[src/rtl/pix_pack_pkg.sv]
// Shared constants and state encoding for the 1-bit pixel word packer.
// Exports word/frame geometry, counter widths and the packer FSM state enum.
package pix_pack_pkg;

    localparam int WORD_W          = 32;
    localparam int HALF_W          = WORD_W / 2;
    localparam int FRAME_PIXELS    = 307200;
    localparam int WORDS_PER_FRAME = FRAME_PIXELS / WORD_W;
    localparam int WCNT_W          = 14;
    localparam int PCNT_W          = 19;
    localparam int BCNT_W          = $clog2(WORD_W);

    typedef enum logic [1:0] {
        IDLE,
        ACTIVE,
        FLUSH,
        DONE
    } state_t;

endpackage

[src/rtl/pixel_word_packer_if.sv]
// Pixel-in / word-out signal bundle of the packer.
// master: camera + FIFO side (drives i*), slave: the packer (drives o*).
interface pixel_word_packer_if;
    import pix_pack_pkg::*;

    logic              iPIX;
    logic              iDVAL;
    logic              iFVAL;
    logic              iENABLE;
    logic              iFULL;
    logic [HALF_W-1:0] oDATA_LO;
    logic [HALF_W-1:0] oDATA_HI;
    logic              oWR;
    logic [WCNT_W-1:0] oWORD_CNT;
    logic              oFRAME_DONE;
    logic              oOVERRUN;
    logic              oBUSY;

    modport master (
        output iPIX, iDVAL, iFVAL, iENABLE, iFULL,
        input  oDATA_LO, oDATA_HI, oWR, oWORD_CNT,
        input  oFRAME_DONE, oOVERRUN, oBUSY
    );

    modport slave (
        input  iPIX, iDVAL, iFVAL, iENABLE, iFULL,
        output oDATA_LO, oDATA_HI, oWR, oWORD_CNT,
        output oFRAME_DONE, oOVERRUN, oBUSY
    );

endinterface

[src/rtl/pix_word_hold.sv]
// One-word holding register between the packer and the SDRAM write FIFOs.
// Ports: ld/ld_word offer a word, ld_flush marks a no-drop offer, full is
// back-pressure; wr strobe, rdy (can take a word), drop, pend, data halves.
module pix_word_hold
    import pix_pack_pkg::*;
(
    input  logic              clk,
    input  logic              rst_n,
    input  logic              ld,
    input  logic              ld_flush,
    input  logic [WORD_W-1:0] ld_word,
    input  logic              full,
    output logic              wr,
    output logic              rdy,
    output logic              drop,
    output logic              pend,
    output logic [HALF_W-1:0] data_lo,
    output logic [HALF_W-1:0] data_hi
);

    logic              pend_q, pend_d;
    logic [WORD_W-1:0] word_q, word_d;

    assign wr   = pend_q & ~full;
    // Slot is free now or is being emptied in this very cycle.
    assign rdy  = ~pend_q | wr;
    // A flush offer simply waits; only a live completed word can be lost.
    assign drop = ld & ~rdy & ~ld_flush;

    always_comb begin
        pend_d = pend_q;
        word_d = word_q;
        if (wr) pend_d = 1'b0;
        if (ld && rdy) begin
            pend_d = 1'b1;
            word_d = ld_word;
        end
    end

    always_ff @(posedge clk or negedge rst_n) begin
        if (!rst_n) begin
            pend_q <= 1'b0;
            word_q <= '0;
        end else begin
            pend_q <= pend_d;
            word_q <= word_d;
        end
    end

    assign pend    = pend_q;
    assign data_lo = word_q[HALF_W-1:0];
    assign data_hi = word_q[WORD_W-1:HALF_W];

endmodule

[src/rtl/pixel_word_packer.sv]
// Frames the thresholded 1-bit pixel stream on FVAL and packs it into
// 32-bit words (pixel 0 in bit 0). Ports: iCLK, iRST_N, bus (slave side).
module pixel_word_packer
    import pix_pack_pkg::*;
#(
    parameter int MAX_PIX = FRAME_PIXELS
)
(
    input  logic                iCLK,
    input  logic                iRST_N,
    pixel_word_packer_if.slave  bus
);

    localparam logic [PCNT_W-1:0] PIX_LIM  = PCNT_W'(MAX_PIX);
    localparam logic [BCNT_W-1:0] LAST_BIT = BCNT_W'(WORD_W - 1);

    state_t            state_q, state_d;
    logic              fval_q;
    logic [BCNT_W-1:0] bit_q, bit_d;
    logic [WORD_W-1:0] pack_q, pack_d;
    logic [PCNT_W-1:0] pix_q, pix_d;
    logic [WCNT_W-1:0] wcnt_q, wcnt_d;
    logic              done_q, done_d;
    logic              ovr_q, ovr_d;
    logic              cap_hit;

    logic              ld, ld_flush;
    logic [WORD_W-1:0] ld_word;
    logic              wr, hold_rdy, hold_drop, hold_pend;

    pix_word_hold u_hold (
        .clk      (iCLK),
        .rst_n    (iRST_N),
        .ld       (ld),
        .ld_flush (ld_flush),
        .ld_word  (ld_word),
        .full     (bus.iFULL),
        .wr       (wr),
        .rdy      (hold_rdy),
        .drop     (hold_drop),
        .pend     (hold_pend),
        .data_lo  (bus.oDATA_LO),
        .data_hi  (bus.oDATA_HI)
    );

    always_comb begin
        state_d  = state_q;
        bit_d    = bit_q;
        pack_d   = pack_q;
        pix_d    = pix_q;
        wcnt_d   = wcnt_q;
        done_d   = 1'b0;
        cap_hit  = 1'b0;
        ld       = 1'b0;
        ld_flush = 1'b0;
        ld_word  = pack_q;

        if (wr && wcnt_q != '1) wcnt_d = wcnt_q + 1'b1;

        unique case (state_q)
            IDLE: begin
                if (bus.iFVAL && !fval_q && bus.iENABLE) begin
                    state_d = ACTIVE;
                    bit_d   = '0;
                    pack_d  = '0;
                    pix_d   = '0;
                    wcnt_d  = '0;
                end
            end
            ACTIVE: begin
                // FVAL low gates the pixel of this cycle as well.
                if (!bus.iFVAL) begin
                    state_d = (bit_q != '0) ? FLUSH : DONE;
                end else if (bus.iDVAL) begin
                    if (pix_q < PIX_LIM) begin
                        pix_d = pix_q + 1'b1;
                        bit_d = bit_q + 1'b1;
                        if (bit_q == LAST_BIT) begin
                            ld                  = 1'b1;
                            ld_word[WORD_W-1]   = bus.iPIX;
                            pack_d              = '0;
                        end else begin
                            pack_d[bit_q] = bus.iPIX;
                        end
                    end else begin
                        cap_hit = 1'b1;
                    end
                end
            end
            FLUSH: begin
                // Unwritten bits of pack_q are already zero.
                ld       = 1'b1;
                ld_flush = 1'b1;
                if (hold_rdy) state_d = DONE;
            end
            DONE: begin
                if (!hold_pend || wr) begin
                    done_d  = 1'b1;
                    state_d = IDLE;
                end
            end
            default: state_d = IDLE;
        endcase
    end

    assign ovr_d = ovr_q | cap_hit | hold_drop;

    always_ff @(posedge iCLK or negedge iRST_N) begin
        if (!iRST_N) begin
            state_q <= IDLE;
            fval_q  <= 1'b0;
            bit_q   <= '0;
            pack_q  <= '0;
            pix_q   <= '0;
            wcnt_q  <= '0;
            done_q  <= 1'b0;
            ovr_q   <= 1'b0;
        end else begin
            state_q <= state_d;
            fval_q  <= bus.iFVAL;
            bit_q   <= bit_d;
            pack_q  <= pack_d;
            pix_q   <= pix_d;
            wcnt_q  <= wcnt_d;
            done_q  <= done_d;
            ovr_q   <= ovr_d;
        end
    end

    assign bus.oWR         = wr;
    assign bus.oWORD_CNT   = wcnt_q;
    assign bus.oFRAME_DONE = done_q;
    assign bus.oOVERRUN    = ovr_q;
    assign bus.oBUSY       = (state_q != IDLE);

endmodule

[src/flat_wrapper.sv]
// flat-port wrapper written by rule: the top's interface ports become plain ports
module pixel_word_packer_flat import pix_pack_pkg::*;
#(
    parameter int MAX_PIX = FRAME_PIXELS
)
  (iCLK, iRST_N, bus_iPIX, bus_iDVAL, bus_iFVAL, bus_iENABLE, bus_iFULL, bus_oDATA_LO, bus_oDATA_HI, bus_oWR, bus_oWORD_CNT, bus_oFRAME_DONE, bus_oOVERRUN, bus_oBUSY);
  pixel_word_packer_if bus_i ();
  input  logic iCLK;
  input  logic iRST_N;
  input wire logic [$bits(bus_i.iPIX)-1:0] bus_iPIX;
  input wire logic [$bits(bus_i.iDVAL)-1:0] bus_iDVAL;
  input wire logic [$bits(bus_i.iFVAL)-1:0] bus_iFVAL;
  input wire logic [$bits(bus_i.iENABLE)-1:0] bus_iENABLE;
  input wire logic [$bits(bus_i.iFULL)-1:0] bus_iFULL;
  output wire logic [$bits(bus_i.oDATA_LO)-1:0] bus_oDATA_LO;
  output wire logic [$bits(bus_i.oDATA_HI)-1:0] bus_oDATA_HI;
  output wire logic [$bits(bus_i.oWR)-1:0] bus_oWR;
  output wire logic [$bits(bus_i.oWORD_CNT)-1:0] bus_oWORD_CNT;
  output wire logic [$bits(bus_i.oFRAME_DONE)-1:0] bus_oFRAME_DONE;
  output wire logic [$bits(bus_i.oOVERRUN)-1:0] bus_oOVERRUN;
  output wire logic [$bits(bus_i.oBUSY)-1:0] bus_oBUSY;
  assign bus_i.iPIX = bus_iPIX;
  assign bus_i.iDVAL = bus_iDVAL;
  assign bus_i.iFVAL = bus_iFVAL;
  assign bus_i.iENABLE = bus_iENABLE;
  assign bus_i.iFULL = bus_iFULL;
  assign bus_oDATA_LO = bus_i.oDATA_LO;
  assign bus_oDATA_HI = bus_i.oDATA_HI;
  assign bus_oWR = bus_i.oWR;
  assign bus_oWORD_CNT = bus_i.oWORD_CNT;
  assign bus_oFRAME_DONE = bus_i.oFRAME_DONE;
  assign bus_oOVERRUN = bus_i.oOVERRUN;
  assign bus_oBUSY = bus_i.oBUSY;
  pixel_word_packer #(.MAX_PIX(MAX_PIX)) u_core (.iCLK(iCLK), .iRST_N(iRST_N), .bus(bus_i));
endmodule
[config.mk]
export PLATFORM = sky130hd
export DESIGN_NAME = pixel_word_packer_flat
export DESIGN_NICKNAME = d
export VERILOG_FILES = /design/src/rtl/pix_pack_pkg.sv /design/src/rtl/pixel_word_packer_if.sv /design/src/rtl/pix_word_hold.sv /design/src/rtl/pixel_word_packer.sv /design/src/flat_wrapper.sv
export SDC_FILE = /design/constraint.sdc
export NUM_CORES = 1
export LEC_CHECK = 0
export ABC_CLOCK_PERIOD_IN_PS = 3970
export CAP_MARGIN = 10
export CORE_MARGIN = 3
export CORE_UTILIZATION = 30
export CTS_CLUSTER_DIAMETER = 50
export DETAILED_ROUTE_END_ITERATION = 12
export DONT_BUFFER_PORTS = 1
export PLACE_DENSITY_LB_ADDON = 0.2
export SETUP_SLACK_MARGIN = 0.3
export SKIP_CTS_REPAIR_TIMING = 1
export SLEW_MARGIN = 20
export SYNTH_ARGS = -nofsm -noshare
export SYNTH_HDL_FRONTEND = slang
export SYNTH_SLANG_ARGS = --single-unit
[constraint.sdc]
create_clock -name iCLK -period 3.97 [get_ports iCLK]
set_clock_uncertainty 0.2 [all_clocks]
set_input_delay 0.794 -clock iCLK [delete_from_list [all_inputs] [get_ports iCLK]]
set_output_delay 0.794 -clock iCLK [all_outputs]
set_load 0.005 [all_outputs]
==> out/metrics.csv, run 1 <==
metric,value,unit
Post-Syn Area per Cell,10.2,um^2
clk sinks,108,
drt first pass iters,5,
CP Max Fanout,30,
top layer in use,met4,
gpl congestion,0.789,
GRT Util Overall,13.5,%
post-synthesis register bit count,108,
synth cell count leaders,"dfrtp_1, nand2_1, o21ai_0",
pwr/cell area,554,nW/um^2
Synth Flop Type,dfrtp_1,
Initial Utilization,31.2,%
"Design Area, Final",5720,um^2
highest clock rate,299,MHz
RSZ-0062 raised after global routing,false,
Rows,47,
largest net degree at the start of global routing,109,
cells after synthesis,515,
reg-to-reg setup timing slack,0.63,ns
cell with the most instances after synthesis,dfrtp_1,
fin. max-slew vios,0,
drt drc,0,
"Clk Latency, worst-skew pair",0.36,ns
CP arrival,3.35,ns
fin crit period,3.34,ns
Pleak,0.00249,uW
crit-path cells,"inv_1, ha_1, o21ai_1, o21ai_2, or2_1, o31ai_1",
"EDFF count, synth",0,
Met2 Wirelength,5940,um
CTS max path bufs,2,
antenna cells,0,
Chip Width,138,um
Syn Std Cell Area,5240,um^2
total wire length,12500,um
Rel. slew slack,27.9,%
vias in the first global route,3885,
die height,138,um
HP Class,in -> async,
DIE AREA,19100,um^2
remaining global-route overflow,0,
first-pass GRT wire length,21300,um
period utilization,84.2,%
H-tree levels,3,
initial antenna violation count,0,
DR vias,3770,
outcome,"complete, no violations",
area of the multi-input gates,2350,um^2
critical path's largest stage delay,0.88,ns
placed cell area,5410,um^2
TritonCTS Buffers,9,
routed length per instance,17.3,um
pre-CTS WS,0.650,ns
Root Buffer,clkbuf_16,
initial drt markers,307,
critical path's slowest cell,o21ai_2,
area occupied by registers,2700,um^2
dominant cell type by area after synthesis,dfrtp_1,
Metal-1 WL,5740,um
distinct cell type count after synthesis,49,
Synth top area share,51.6,%
fillers,1702,
# IOs,57,
WS Path Type,reg -> reg,
crit path launch type,flop,
max-cap viol count,0,
final setup violation count,0,
Setup WS post-layout,0.629,ns
final core utilization,34.0,%
ys async rst share,100,%
largest cells by area after synthesis,"dfrtp_1, mux2_2, o21ai_0",
WP data required,3.98,ns
IO Port Bufs,0,
maximum vdd ir drop,0.000266,V
post-synth net total,534,
TritonCTS clock tree,yes,
crit end category,flop,
Design Power,3170,uW
Final nets,518,
Core ar.,16800,um^2
Syn. warnings,0,
DP Wirelength,8290,um
Setup TNS,0,ns
Worst Max-Slew Pin Slew,1.08,ns
Fin. Hold Viols,0,
P&R area growth vs syn,9.21,%
clock slew at the register clock pins of the worst setup and hold paths,0.07,ns
met3 WL,621,um
sequential area share after synthesis,51.6,%
Routed Antenna Nets,0,
Vias per Instance,5.21,
share of layout cells above drive strength 1,12.3,%
==> layer usage <==
metal | track usage (%) | up-vias
met5 | 0 | -
met4 | 6.45 | 0
met3 | 3.25 | 15
met2 | 21.1 | 72
met1 | 17.8 | 1854
li1 | - | 1829
==> power breakdown <==
part / switching (uW) / internal (uW)
clock network: 418 / 460
registers: 167 / 1230
logic: 571 / 327
total: 1160 / 2020
==> kinds of logic after synthesis <==
logic type	count (synthesis)	share of synthesized area, %
mux	34	7.23
compound gates	140	15.9
buf+inv	43	3.53
simple gates	164	16.6
fa+ha+maj	12	2.86
xor+xnor	14	2.34
flops	108	51.6
==> path summary, 6_finish.rpt <==
kind	startpoint	end	cells after the start
min in group iCLK	bus_iFVAL	u_core.fval_q$_DFF_PN0_	0
max in group asynchronous	iRST_N	u_core.bus.oWORD_CNT[13]$_DFF_PN0_	1
setup reg to reg	u_core.state_q[1]$_DFFE_PN0P_	u_core.pack_q[19]$_DFFE_PN0P_	6
setup / recovery	u_core.state_q[1]$_DFFE_PN0P_	u_core.pack_q[19]$_DFFE_PN0P_	6
hold / removal	iRST_N	u_core.u_hold.word_q[10]$_DFFE_PN0P_	1
hold reg to reg	u_core.pack_q[9]$_DFFE_PN0P_	u_core.u_hold.word_q[9]$_DFFE_PN0P_	1
==> metrics by stage <==
stage | hold slack (ns) | std cells
after floorplan | 0.260 | 515
after global placement | 0.298 | 707
after detailed placement | 0.298 | 707
after CTS | -0.0840 | 723
after global routing | 0.225 | 724
final | 0.179 | 724
==> sequential cells by signal, summed over array words and instances (netlist names) <==
| signal | flops |
|---|---|
| u_core.bus.oFRAME_DONE | 1 |
| u_core.bus.oOVERRUN | 1 |
| u_core.bit_q | 5 |
| u_core.u_hold.word_q | 32 |
| u_core.u_hold.pend | 1 |
| u_core.bus.oWORD_CNT | 14 |
| u_core.state_q | 2 |
| u_core.pack_q | 32 |
| u_core.fval_q | 1 |
| u_core.pix_q | 19 |
==> final cells by class <==
class	instances	area share, %
clock buffers	11	4.42
clock inverters	5	0.590
inverters	9	0.590
multi-input cells	364	41.1
flip-flops and latches	108	47.2
well taps	220	4.81
repair buffers	7	1.27
==> placed cells by master, fill, tap and decap left out, types with 4 or more instances in the layout <==
cell type  count
nand3b_1       7
nand2_1       46
mux2_2        31
or4_1          4
o21ai_1       21
nand4_1       11
nor2b_1        5
nor3b_1        4
and3_1         6
nand2b_1       6
xor2_1         5
or4b_1         4
o31ai_1       15
o21ai_0       45
or3_1          8
clkbuf_16      9
ha_1          12
xnor2_1        9
nor2_1        22
buf_4          6
a21oi_1       38
dfrtp_1      108
inv_1          9
nor3_1         8
nand3_1       20
o211ai_1       5
==> worst max-delay path, delay by kind of cell (launching register included) <==
family / cells / cell delay, ns
adder cells (fa/ha/maj): 1 / 0.51
AND/OR/NAND/NOR: 1 / 0.59
flip-flops: 1 / 0.43
buffers and inverters: 1 / 0.14
AO/OA/AOI/OAI: 3 / 1.33
(Power assumes the default switching activity.)
==> run 2: changes to the inputs <==
--- a/config.mk
+++ b/config.mk
@@ -5,7 +5,7 @@
 export SDC_FILE = /design/constraint.sdc
 export NUM_CORES = 1
 export LEC_CHECK = 0
-export ABC_CLOCK_PERIOD_IN_PS = 3970
+export ABC_CLOCK_PERIOD_IN_PS = 3050
 export CAP_MARGIN = 10
 export CORE_MARGIN = 3
 export CORE_UTILIZATION = 30
==> constraint.sdc (replaced) <==
create_clock -name iCLK -period 3.05 [get_ports iCLK]
set_clock_uncertainty 0.2 [all_clocks]
set_input_delay 0.61 -clock iCLK [delete_from_list [all_inputs] [get_ports iCLK]]
set_output_delay 0.61 -clock iCLK [all_outputs]
set_load 0.005 [all_outputs]
==> run 2 against run 1 <==
Compared with the run above: the run now ends with negative hold slack left; critical path depth is 3 higher; largest power group unchanged; sequential power up 26%; clock power increased by 44%; maximum frequency is 28% higher; largest cell class unchanged; via count up 0.50%; first-iteration DRC count fell by 14%.
==> out/metrics.csv, run 2 (synthesized netlist as in run 1, its figures left out) <==
metric,value,unit
die height,138,um
Core ar.,16800,um^2
final setup violation count,0,
"leading cell type in the layout, fill and taps excluded",dfrtp_1,
DR vias,3789,
most frequent cells in the layout,"dfrtp_1, nand2_1, o21ai_0",
CP Max Fanout,32,
Top Registers,"u_core.pack_q: 32 flops, u_core.u_hold.word_q: 32 flops, u_core.pix_q: 19 flops",
fin. max-slew vios,0,
total wire length,12300,um
CP arrival,2.63,ns
DIE AREA,19100,um^2
routed length per instance,16.9,um
Rel. slew slack,53.6,%
largest net degree at the start of global routing,109,
vias in the first global route,3856,
crit path launch type,flop,
Worst Max-Slew Pin Slew,0.691,ns
HP Class,in -> async,
initial antenna violation count,0,
highest clock rate,384,MHz
Rows,47,
Vias per Instance,5.18,
P&R area growth vs syn,11.0,%
maximum vdd ir drop,0.000342,V
TritonCTS clock tree,yes,
share of layout cells above drive strength 1,14.3,%
Reg2Reg Depth,9,
reg-to-reg setup timing slack,0.45,ns
remaining global-route overflow,0,
WP data required,3.08,ns
final non-filler cell total,731,
outcome,"finished, violations left",
Chip Width,138,um
Design Power,4270,uW
"Design Area, Final",5820,um^2
TritonCTS Buffers,9,
fin crit period,2.60,ns
DP Cell Count,715,
GRT Util Overall,13.1,%
crit end category,flop,
R2R Path End,u_core.u_hold.word_q[1]$_DFFE_PN0P_,
H-tree levels,3,
antenna cells,0,
failing checks,negative hold slack,
Root Buffer,clkbuf_16,
FF-to-FF Start,u_core.bit_q[0]$_DFFE_PN0P_,
CTS max path bufs,2,
RSZ-0062 raised after global routing,true,
"Clk Latency, worst-skew pair",0.35,ns
DP Wirelength,8400,um
period utilization,85.4,%
clk sinks,108,
initial drt markers,265,
placed cell area,5470,um^2
clock slew at the register clock pins of the worst setup and hold paths,0.07,ns
first-pass GRT wire length,20700,um
fillers,1732,
WS Path Type,reg -> reg,
Initial Utilization,31.2,%
# IOs,57,
IO Port Bufs,0,
WHS,-0.244,ns
drt drc,0,
Pleak,0.00255,uW
Setup TNS,0,ns
gpl congestion,0.724,
Routed Antenna Nets,0,
Final nets,526,
drt first pass iters,4,
pwr/cell area,735,nW/um^2
Fin. Hold Viols,108,
max-cap viol count,0,
run 2: layout make-up:
type	count	area (um^2)	area share, %
Timing Repair Buffer	15	116	2.00
Clock inverter	4	72.6	1.25
Inverter	9	33.8	0.581
Tap cell	220	275	4.73
Multi-Input combinational cell	364	2360	40.6
Sequential cell	108	2700	46.5
Clock buffer	11	253	4.35
run 2: power by group:
group          total (uW)  internal, uW  switching, uW  leakage, uW
Combinational        1230           465            768     0.000924
Clock                1270           759            514     0.000158
Sequential           1770          1600            167      0.00146
Total                4270          2830           1450      0.00255
run 2: metal layers:
metal	global-route usage, %	wire, um	vias up
met2	20.2	5770	70
met5	0	0	-
met1	17.6	5730	1859
met3	3.63	651	14
met4	5.30	178	0
li1	-	-	1846
run 2: critical path, cell delays in order (launching register included):
cell	delay [ns]
dfrtp_1	0.43
ha_1	0.20
and3_1	0.23
ha_1	0.22
nand4_1	0.11
a311o_1	0.37
nand2b_1	0.10
nand3_1	0.09
buf_6	0.21
mux2_2	0.30
run 2: stage by stage:
stage	worst slack (ns)	util, %
2_1_floorplan	0.384	-
3_3_place_gp	0.431	32.5
3_5_place_dp	0.385	32.5
4_1_cts	0.364	34.5
5_1_grt	0.263	34.6
6_report	0.446	34.6
run 2: worst max-delay path by stage:
stage	startpoint	slack [ns]	end
finish	u_core.bit_q[0]$_DFFE_PN0P_	0.45	u_core.u_hold.word_q[1]$_DFFE_PN0P_
global route	u_core.bit_q[1]$_DFFE_PN0P_	0.26	u_core.u_hold.word_q[1]$_DFFE_PN0P_
CTS	u_core.bit_q[0]$_DFFE_PN0P_	0.36	u_core.u_hold.word_q[26]$_DFFE_PN0P_
detailed placement	u_core.bit_q[0]$_DFFE_PN0P_	0.39	u_core.u_hold.word_q[4]$_DFFE_PN0P_
global placement	u_core.state_q[1]$_DFFE_PN0P_	0.43	u_core.pix_q[16]$_DFFE_PN0P_
floorplan	u_core.bit_q[0]$_DFFE_PN0P_	0.38	u_core.u_hold.word_q[0]$_DFFE_PN0P_
==> run 3: changes to the inputs <==
--- a/config.mk
+++ b/config.mk
@@ -5,9 +5,9 @@
 export SDC_FILE = /design/constraint.sdc
 export NUM_CORES = 1
 export LEC_CHECK = 0
-export ABC_CLOCK_PERIOD_IN_PS = 3050
+export ABC_CLOCK_PERIOD_IN_PS = 3300
 export CAP_MARGIN = 10
-export CORE_MARGIN = 3
+export CORE_MARGIN = 10
 export CORE_UTILIZATION = 30
 export CTS_CLUSTER_DIAMETER = 50
 export DETAILED_ROUTE_END_ITERATION = 12
==> constraint.sdc (replaced) <==
create_clock -name iCLK -period 3.3 [get_ports iCLK]
set_clock_uncertainty 0.2 [all_clocks]
set_input_delay 0.66 -clock iCLK [delete_from_list [all_inputs] [get_ports iCLK]]
set_output_delay 0.66 -clock iCLK [all_outputs]
set_load 0.005 [all_outputs]
==> run 3 against run 2 <==
Compared with the run above: the run still ends with negative hold slack left; global-route usage down 1.8 points; critical endpoint is now u_core.pix_q[7]$_DFFE_PN0P_; routed wire length up 4.4%; largest cell class unchanged; power down 11%; sequential cell count unchanged; die area up 21%.
==> out/metrics.csv, run 3 (synthesized netlist as in run 1, its figures left out) <==
metric,value,unit
final setup violation count,0,
"Design Area, Final",5750,um^2
share of layout cells above drive strength 1,13.0,%
Root Buffer,clkbuf_16,
Worst Max-Slew Pin Slew,0.728,ns
IO Port Bufs,0,
"leading cell type in the layout, fill and taps excluded",dfrtp_1,
die height,152,um
power share of the sequential group,43.0,%
final core utilization,33.4,%
NetSw,1380,uW
combinational share of power,29.3,%
initial antenna violation count,0,
fin. max-slew vios,0,
pwr/cell area,663,nW/um^2
Vias per Instance,5.14,
placed cell area,5450,um^2
highest clock rate,361,MHz
WHS,-0.204,ns
clk sinks,108,
initial drt markers,379,
antenna cells,0,
WS Path Type,reg -> reg,
TritonCTS clock tree,yes,
FF-to-FF Start,u_core.state_q[1]$_DFFE_PN0P_,
most frequent cells in the layout,"dfrtp_1, nand2_1, o21ai_0",
P&R area growth vs syn,9.72,%
Initial Utilization,30.4,%
drt first pass iters,5,
failing checks,negative hold slack,
Setup WS post-layout,0.531,ns
Pleak,0.00251,uW
first-pass GRT wire length,21600,um
DR vias,3770,
Routed Antenna Nets,0,
WP data required,3.39,ns
Rel. slew slack,51.1,%
drt drc,0,
fillers,1730,
remaining global-route overflow,0,
Core ar.,17200,um^2
total wire length,12900,um
switching share of power,36.2,%
routed length per instance,17.6,um
crit end category,flop,
area of the multi-input gates,2360,um^2
TritonCTS Buffers,9,
fraction of power consumed by the clock network,27.7,%
critical path's slowest cell,or4b_1,
"Clk Latency, worst-skew pair",0.36,ns
pre-CTS WS,0.477,ns
critical path's largest stage delay,0.54,ns
vias in the first global route,3837,
outcome,"finished, violations left",
crit-path cells,"inv_1, ha_1, buf_4, nor2b_1, a211oi_2, o21ai_4, buf_6, or4b_1, nand3_1",
Internal,2430,uW
maximum vdd ir drop,0.000268,V
GRT Util Overall,11.4,%
crit path launch type,flop,
max-cap viol count,0,
largest net degree at the start of global routing,109,
period utilization,83.9,%
Final nets,522,
Setup TNS,0,ns
H-tree levels,3,
RSZ-0062 raised after global routing,false,
DP Wirelength,8620,um
Critical Path Start,u_core.state_q[1]$_DFFE_PN0P_,
Chip Width,152,um
CP arrival,2.86,ns
# IOs,57,
Top Registers,"u_core.pack_q: 32 flops, u_core.u_hold.word_q: 32 flops, u_core.pix_q: 19 flops",
Rows,48,
DIE AREA,23200,um^2
gpl congestion,0.757,
area occupied by registers,2700,um^2
CP Max Fanout,43,
clock slew at the register clock pins of the worst setup and hold paths,0.08,ns
HP Class,in -> async,
fin crit period,2.77,ns
Fin. Hold Viols,108,
CTS max path bufs,2,
[run 3: changes by cell type in the layout (fill, tap and decap cells not counted), sizes merged]
cell / previous run / this run
bufinv: 2 / 0
clkinv: 1 / 2
clkinvlp: 1 / 2
clkbuf: 11 / 10
inv: 9 / 11
buf: 15 / 11
[run 3: final timing paths]
| kind | to | slack [ns] | depth (start not counted) |
|---|---|---|---|
| max in group asynchronous | u_core.u_hold.word_q[14]$_DFFE_PN0P_ | 2.88 | 0 |
| min reg2reg | u_core.u_hold.word_q[24]$_DFFE_PN0P_ | 0.31 | 1 |
| min in group iCLK | u_core.fval_q$_DFF_PN0_ | 0.13 | 0 |
| max | u_core.pix_q[7]$_DFFE_PN0P_ | 0.53 | 9 |
| min | u_core.pix_q[16]$_DFFE_PN0P_ | -0.20 | 0 |
| max reg2reg | u_core.pix_q[7]$_DFFE_PN0P_ | 0.53 | 9 |
[run 3: worst max-delay path: cells and delay by family (launching register included)]
kind / cells / cell delay, ns
AOI/OAI and AO/OA: 2 / 0.50
buffers and inverters: 3 / 0.55
DFF: 1 / 0.40
adders and majority gates: 1 / 0.25
and+or+nand+nor: 3 / 0.80
[run 3: through the flow]
step / std cells / power, uW
finish: 733 / 3810
global placement: 717 / 2760
floorplan: 515 / 2490
global route: 733 / 4100
CTS: 733 / 3860
detailed placement: 717 / 2780
[run 3: layout make-up]
| class | count | share of cell area (%) |
|---|---|---|
| clock inverters | 6 | 0.805 |
| inverters | 9 | 0.587 |
| multi-input cells | 364 | 41.1 |
| repair buffers | 11 | 1.50 |
| well taps | 225 | 4.90 |
| clock buffers | 10 | 4.16 |
| flip-flops and latches | 108 | 47.0 |
[run 3: routing by layer]
metal	up-vias	global-route usage [%]	wire, um
met4	0	4.40	120
met2	73	16.7	5820
met1	1859	15.0	6110
met3	4	3.84	831
li1	1834	-	-
met5	-	0	0
[run 3: power by group through the flow]
| stage | registers (uW) | clock network [uW] | logic (uW) |
|---|---|---|---|
| finish | 1640 | 1060 | 1120 |
| global route | 1670 | 1150 | 1280 |
| CTS | 1640 | 1100 | 1120 |
| detailed placement | 1670 | 0 | 1110 |
| global placement | 1660 | 0 | 1090 |
| floorplan | 1620 | 0 | 869 |
==> edit, RTL diff (settings of run 2) <==
Make the reset (`iRST_N` and `rst_n`) synchronous in 2 clocked blocks.
--- a/src/rtl/pix_word_hold.sv
+++ b/src/rtl/pix_word_hold.sv
@@ -37,7 +37,7 @@
         end
     end
 
-    always_ff @(posedge clk or negedge rst_n) begin
+    always_ff @(posedge clk) begin
         if (!rst_n) begin
             pend_q <= 1'b0;
             word_q <= '0;
--- a/src/rtl/pixel_word_packer.sv
+++ b/src/rtl/pixel_word_packer.sv
@@ -105,7 +105,7 @@
 
     assign ovr_d = ovr_q | cap_hit | hold_drop;
 
-    always_ff @(posedge iCLK or negedge iRST_N) begin
+    always_ff @(posedge iCLK) begin
         if (!iRST_N) begin
             state_q <= IDLE;
             fval_q  <= 1'b0;
Function: differs if iRST_N is asserted again (counterexample within 4 cycles, from zero or initial values and one cycle with iRST_N low); with iRST_N held inactive, the same outputs for 10 cycles.
==> edit against run 2 <==
Utilization decreased by 0.32 points. Combinational power decreased by 39%. Sequential cell count unchanged. Worst setup slack improved by 41 ps. Clock power decreased by 4%. Sequential power decreased by 17%. Synthesized area decreased by 5.3%. Design area decreased by 5.4%. Non-clock buffer count decreased by 5. Power decreased by 20%. Routed wire length decreased by 1.2%. Largest cell class is now multi-input gates.
==> edit: results (changes against run 2) <==
* Vias per cell at 5.20 (was 5.18)
* Crit path max-delay cell type: dfxtp_1 (was dfrtp_1)
* R2r startpoint: u_core.bit_q[0] (unchanged)
* Switching power share of the total at 31.9% (was 33.9%)
* TritonCTS buffer count at 9 (unchanged)
* Routability cong. at 0.787 (was 0.724)
* Non-CTS buffers at 10 (was 15)
* Sequential share of the synthesized area at 43.5% (was 51.6%)
* Seq cells at 108 (unchanged)
* Slew margin rel. at 39.2% (was 53.6%)
* TritonRoute pass-1 iters at 5 (was 4)
* Worst Path Arrival at 2610 ps (was 2630 ps)
* Clock-cell share at 5.59% (about the same)
* Met3 Usage GRT at 2.98% (was 3.63%)
* Worst hold-check path type: input pin to flop (was input pin to async pin)
* Clk power at 0.00122 W (was 0.00127 W)
* Place WS at 431 ps (was 385 ps)
* Met2 usage at 19.8% (was 20.2%)
* Vias in the first global route at 3609 (was 3856)
* Status: completed (was finished, violations left)
* DP Wirelength at 8390 µm (was 8400 µm)
* Final period util at 84.0% (was 85.4%)
* 1st-iter DRT viols at 336 (was 265)
* DR WL/cell at 16.2 µm (was 16.9 µm)
* Fillers at 1625 (was 1732)
* Final net count at 553 (was 526)
* Synth top cells by count: dfxtp_1, nor2_1, o21ai_0 (was dfrtp_1, nand2_1, o21ai_0)
* Maximum fanout along the worst path at 33 (was 32)
* Crit path capture: u_core.u_hold.word_q[7] (was u_core.u_hold.word_q[1])
* Non-clk invs at 14 (was 9)
* DR WL met3 at 597 µm (was 651 µm)
* Max stage delay on crit path at 370 ps (was 430 ps)
* First-pass GRT wire length at 19600 µm (was 20700 µm)
* Buffering overhead at 1.82% (was 2.00%)
* Net Count, Synth at 563 (was 534)
* Sequential share of cell area at 39.3% (was 46.5%)
* GRT Overall Usage at 13.4% (was 13.1%)
* Met1 usage at 18.8% (was 17.6%)
* Largest net degree at the start of global routing at 53 (was 109)
* Sequential power share at 42.7% (was 41.4%)
* Fraction of registers with async set/reset at 0% (was 100%)
* Worst vdd ir at 0.305 mV (was 0.342 mV)
* Dominant synthesized flop cell: dfxtp_1 (was dfrtp_1)
* Multi-input combinational area share at 47.4% (was 40.6%)
==> edit: cell types whose count changed in the layout (fill, tap and decap cells not counted), sizes merged, moves of 21 or more <==
cell	change
dfrtp	-108
dfxtp	+108
nor2	+31
mux2	-30
mux2i	+29
o211ai	+29
o21ai	-21
==> edit: per-stage QoR <==
step	hold slack, ps	area (µm²)	cells	total power (W)
floorplan	261	4960	544	0.00208
global placement	279	5170	739	0.00223
detailed placement	289	5170	739	0.00223
finish	178	5500	755	0.00344
CTS	165	5480	755	0.00347
global route	168	5500	755	0.00362
==> edit: kinds of logic (layout without fill, tap and decap cells) <==
| family | count (synthesis) | in the layout | share of synthesized area (%) |
|---|---|---|---|
| AND/OR/NAND/NOR | 180 | 180 | 20.1 |
| AO/OA/AOI/OAI | 146 | 146 | 18.7 |
| flip-flops | 108 | 108 | 43.5 |
| buffers and inverters | 45 | 40 | 4.44 |
| multiplexers | 33 | 33 | 6.68 |
| XOR/XNOR | 20 | 20 | 3.53 |
| adder cells (fa/ha/maj) | 12 | 12 | 3.02 |
